`src/rtl/butterfly.sv`:
```
// Radix-2 DIT FFT butterfly with a constant complex twiddle W = w_r + j*w_i.
//   out1 = in1 + in2*W,  out2 = in1 - in2*W  (signed complex, wrap-around)
// Two register stages, one sample pair per clock, no backpressure.
// Ports:
//   clk, rst_n            rising-edge clock, async active-low reset
//   in_valid              qualifies in1_*/in2_* this cycle
//   in1_r/i, in2_r/i      signed WIDTH-bit complex inputs (in2 is multiplied by W)
//   out_valid             in_valid delayed by two cycles
//   out1_r/i, out2_r/i    sum / difference outputs, low WIDTH bits
module butterfly #(
  parameter int WIDTH     = 16,
  parameter int w_r       = 2,
  parameter int w_i       = 3,
  parameter int FRAC_BITS = 0
) (
  input  logic             clk,
  input  logic             rst_n,
  input  logic             in_valid,
  input  logic [WIDTH-1:0] in1_r,
  input  logic [WIDTH-1:0] in1_i,
  input  logic [WIDTH-1:0] in2_r,
  input  logic [WIDTH-1:0] in2_i,
  output logic             out_valid,
  output logic [WIDTH-1:0] out1_r,
  output logic [WIDTH-1:0] out1_i,
  output logic [WIDTH-1:0] out2_r,
  output logic [WIDTH-1:0] out2_i
);

  // Full-precision product width: two WIDTH-bit products plus a carry.
  localparam int PW = 2*WIDTH + 1;
  localparam logic signed [PW-1:0] WR = PW'(w_r);
  localparam logic signed [PW-1:0] WI = PW'(w_i);

  // Sign-extend in2 to the product width so the multiply is fully signed.
  logic signed [PW-1:0] a_r, a_i;
  logic signed [PW-1:0] p_r_full, p_i_full;
  logic signed [PW-1:0] p_r, p_i;

  always_comb begin
    a_r      = PW'($signed(in2_r));
    a_i      = PW'($signed(in2_i));
    p_r_full = a_r * WR - a_i * WI;
    p_i_full = a_r * WI + a_i * WR;
    // Arithmetic shift floors toward minus infinity for negative products.
    p_r      = p_r_full >>> FRAC_BITS;
    p_i      = p_i_full >>> FRAC_BITS;
  end

  // Stage 1: scaled product plus in1 delayed to line up with it.
  logic signed [PW-1:0]    s1_p_r, s1_p_i;
  logic signed [WIDTH-1:0] s1_in1_r, s1_in1_i;
  logic [2:1]              vld_pipe;

  always_ff @(posedge clk or negedge rst_n) begin
    if (!rst_n) begin
      s1_p_r   <= '0;
      s1_p_i   <= '0;
      s1_in1_r <= '0;
      s1_in1_i <= '0;
    end else begin
      s1_p_r   <= p_r;
      s1_p_i   <= p_i;
      s1_in1_r <= $signed(in1_r);
      s1_in1_i <= $signed(in1_i);
    end
  end

  // Stage 2: add/subtract at full width, keep the low WIDTH bits (wrap).
  always_ff @(posedge clk or negedge rst_n) begin
    if (!rst_n) begin
      out1_r <= '0;
      out1_i <= '0;
      out2_r <= '0;
      out2_i <= '0;
    end else begin
      out1_r <= WIDTH'(PW'(s1_in1_r) + s1_p_r);
      out1_i <= WIDTH'(PW'(s1_in1_i) + s1_p_i);
      out2_r <= WIDTH'(PW'(s1_in1_r) - s1_p_r);
      out2_i <= WIDTH'(PW'(s1_in1_i) - s1_p_i);
    end
  end

  // Valid shift register; data registers load regardless of it.
  always_ff @(posedge clk or negedge rst_n) begin
    if (!rst_n) vld_pipe <= '0;
    else        vld_pipe <= {vld_pipe[1], in_valid};
  end

  assign out_valid = vld_pipe[2];

endmodule

```
`config.mk`:
```
export PLATFORM = sky130hd
export DESIGN_NAME = butterfly
export DESIGN_NICKNAME = d
export VERILOG_FILES = /design/src/rtl/butterfly.sv
export SDC_FILE = /design/constraint.sdc
export NUM_CORES = 1
export LEC_CHECK = 0
export ABC_AREA = 1
export CAP_MARGIN = 40
export CORE_ASPECT_RATIO = 1.1
export CORE_UTILIZATION = 61
export DETAILED_ROUTE_END_ITERATION = 10
export PLACE_DENSITY = 0.86
export SLEW_MARGIN = 25
export SYNTH_ARGS = -nofsm -noshare
export SYNTH_HDL_FRONTEND = slang
export SYNTH_SLANG_ARGS = --single-unit
```
`constraint.sdc`:
```
create_clock -name clk -period 3.8 [get_ports clk]
set_input_delay 0.38 -clock clk [delete_from_list [all_inputs] [get_ports clk]]
set_output_delay 0.38 -clock clk [all_outputs]
set_load 0.02 [all_outputs]
```
==> qor.yml <==
timing:
  slew_headroom_pct: 73.0
  fin_worst_skew_ns: 0.0113
  setup-tns-final_ns: 0
  finalHoldViolations: 0
  post-route-min-period_ns: 2.85
  finalMaxSlewViolations: 0
  tightest_slew_ns: 0.401
  fin_crit_sh_pct: 75.1
  fmaxAchievable_mhz: 351
  finalSetupViolCount: 0
  rsz0062_at_grt: "no"
detailed_routing:
  drc: 0
  vias: 8543
  ant_nets: 0
  drt-total-wl_um: 23100
  vias_per_cell: 5.06
  wl_per_cell_um: 13.7
  first_iter_violations: 636
  first_pass_iters: 5
clocking:
  holdBufCountCts: 0
  cts_resized: 0
  cts_tree: "done"
  clock_latency_ns: 0.43
  root_buffer: "clkbuf_16"
  cts.path.max_buffers: 2
  post-cts-setup-buffer-count: 0
  clk_pin_slew_ns: 0.06
  cts.sinks: 128
  h-tree-depth: 4
  cts_buffers: 17
synthesis:
  synth_mux_area_share_pct: 0
  synth_fp_nets: 1557
  async_reset_ff_share_pct: 100
  synthTopCellsByArea: "dfrtp_1 (32%), nand2_1 (15%), ha_1 (15%)"
  ys_warn_count: 0
  yosysUniqueCellTypes: 28
  synth_area_leader_cell: "dfrtp_1"
  ys_seq_elements: 128
  synth_top_cell_area_share_pct: 32.2
  netlist_area_mm2: 0.00994
  synthTopCellsByCount: "nand2_1 (409), inv_1 (308), dfrtp_1 (128)"
  synth-compound-area-share_pct: 4.10
  synth_top_family_by_area: "simple AND/OR/NAND/NOR gates"
  synth.yosys.seq_area_share_pct: 32.2
  synthesis.instances: 1338
  synth.avg_cell_area_um2: 7.43
  synthAdderAreaFrac_pct: 21.5
  synth-simple-area-share_pct: 24.3
  synth_edf_count: 0
  synth_xor_area_share_pct: 4.32
  ys.flop_type: "dfrtp_1"
  yosysMostFrequentCell: "nand2_1"
global_routing:
  overflow: 0
  use_met3_pct: 5.08
  gr-usage-met2_pct: 49.1
  grt.total_usage_pct: 29.2
  grt_use_met1_pct: 37.2
  grt_pass1_vias: 8242
  antenna_found_initial: 2
  grt_pass1_wl_um: 37700
  busiest_layer: "met2"
  grt_max_degree: 67
critical_path:
  path_cells: "clkdlybuf4s50_1 -> ha_1 -> inv_1 -> fa_1 -> inv_1 -> ha_1 -> inv_1 -> fa_1 -> nand3b_1 -> nand2_1 -> nand2_1 -> nand2_1 -> nand2_1 -> nand3_1 -> nand2_1"
  cpPeakStageDelay_ns: 0.63
  cp-startpoint: "in2_r[1]"
  cp.required_ns: 4.11
  crit_type: "in -> reg"
  cpMaxStageDelayCell: "clkdlybuf4s50_1"
  cp.depth: 15
  start_kind: "input port"
  end_kind: "flop"
  crit_family: "adder cells"
  rr_worst_depth: 10
  cp_common_cell: "nand2_1"
  r2r_slack_ns: 1.86
  crit_path_end: "s1_p_i[12]"
  cp.arrival_ns: 3.16
  r2r_start: "s1_p_i[0]"
  timing.critical_path.buf_inv: 4
  worstPathMaxFanout: 6
  timing.rr.end: "out2_i[14]"
final_layout:
  fin_area_mm2: 0.0121
  syn_to_final_growth_pct: 21.4
  fin_nets: 1691
  num-fill-cells: 1157
  post-route-util_pct: 76.4
  drive_above_1_share_pct: 5.52
floorplanning:
  io_pins: 132
  start_util_pct: 62.9
  rows: 48
  die_y_um: 136
  die_w_um: 124
  core_area_mm2: 0.0158
  die_area_mm2: 0.0168
min_path:
  hold_path_depth: 0
  hold_class: "reg -> reg"
place:
  gp_congestion: 0.960
  dp_hpwl_um: 18500
  port_buffers: 131
  placed_area_mm2: 0.0114
run_status:
  outcome: "completed"
pwr:
  p_per_area_mw_per_mm2: 731
  p_leak_nw: 6.97
  peakVddDrop_mv: 0.387
job:
  cap_viol_max_count: 0
[per-layer routing]
layer	vias to the layer above	part of all wire [%]
li1	4246	-
met1	3958	43
met2	287	49
met3	52	5.8
met4	0	2.5
met5	-	0
[power breakdown]
group          internal, W  switching, W
combinational      0.00189       0.00311
sequential         0.00189      0.000238
clock              0.00104      0.000656
[metrics by stage]
| step | power (W) | hold slack, ns | instances | setup WS [ns] |
|---|---|---|---|---|
| after floorplan | 0.00546 | 0.0844 | 1338 | 1.31 |
| after detailed placement | 0.00705 | 0.360 | 1651 | 0.539 |
| after global placement | 0.00691 | 0.335 | 1651 | 0.586 |
| final | 0.00882 | 0.367 | 1687 | 0.948 |
| after global routing | 0.00954 | 0.385 | 1687 | 0.762 |
| after CTS | 0.00880 | 0.0620 | 1683 | 0.971 |
[state kept, by name, summed over array words and instances, names as in the netlist]
name / cells
out1_i: 16
out1_r: 15
out2_i: 15
out2_r: 16
s1_in1_i: 16
s1_in1_r: 16
s1_p_i: 16
s1_p_r: 16
vld_pipe: 2
[worst register-to-register path, stage by stage (launching register included)]
cell     delay (ns)
dfrtp_1        0.41
ha_1           0.25
fa_1           0.42
inv_1          0.07
nand3_1        0.07
nand2_1        0.16
nand2_1        0.08
nand2_1        0.12
nand2_1        0.10
nand3_1        0.09
nand2_1        0.05
[cell type report]
cell class / instances / area [um2] / area share, %
inverter: 330 / 1240 / 10.3
multi-input combinational: 861 / 5390 / 44.7
sequential: 128 / 3200 / 26.6
clock inverter: 15 / 186 / 1.55
tap: 200 / 250 / 2.07
clock buffer: 17 / 425 / 3.53
antenna: 2 / 5.00 / 0.0415
timing repair buffer: 134 / 1370 / 11.3
[placed cells by master (no fill, tap or decap), drive strengths merged]
cell,count
clkbuf,17
nand2,420
a21o,2
a31oi,1
o21ai,4
xor2,40
dlygate4sd3,1
clkinvlp,3
ha,121
dfrtp,128
nand3,72
inv,333
clkdlybuf4s50,130
clkinv,6
buf,3
diode,2
fa,31
o21bai,8
nor3,10
bufinv,3
nor2,68
a21oi,56
or2,1
nand3b,3
nand4,6
and2,9
xnor2,9
[logic make-up after synthesis]
logic type / after synthesis
xor gates and xnor gates: 49
DFF: 128
and+or+nand+nor: 589
adders and majority gates: 152
AOI/OAI and AO/OA: 71
buffers and inverters: 349
[worst min path at each step]
stage / from / end / slack [ns]
2_1_floorplan: rst_n / out1_i[0] / 0.08
3_3_place_gp: vld_pipe[1] / vld_pipe[2] / 0.33
3_5_place_dp: vld_pipe[1] / vld_pipe[2] / 0.36
4_1_cts: rst_n / out2_r[0] / 0.06
5_1_grt: rst_n / out2_r[0] / 0.39
6_report: vld_pipe[1] / vld_pipe[2] / 0.37
(Power assumes the default switching activity.)
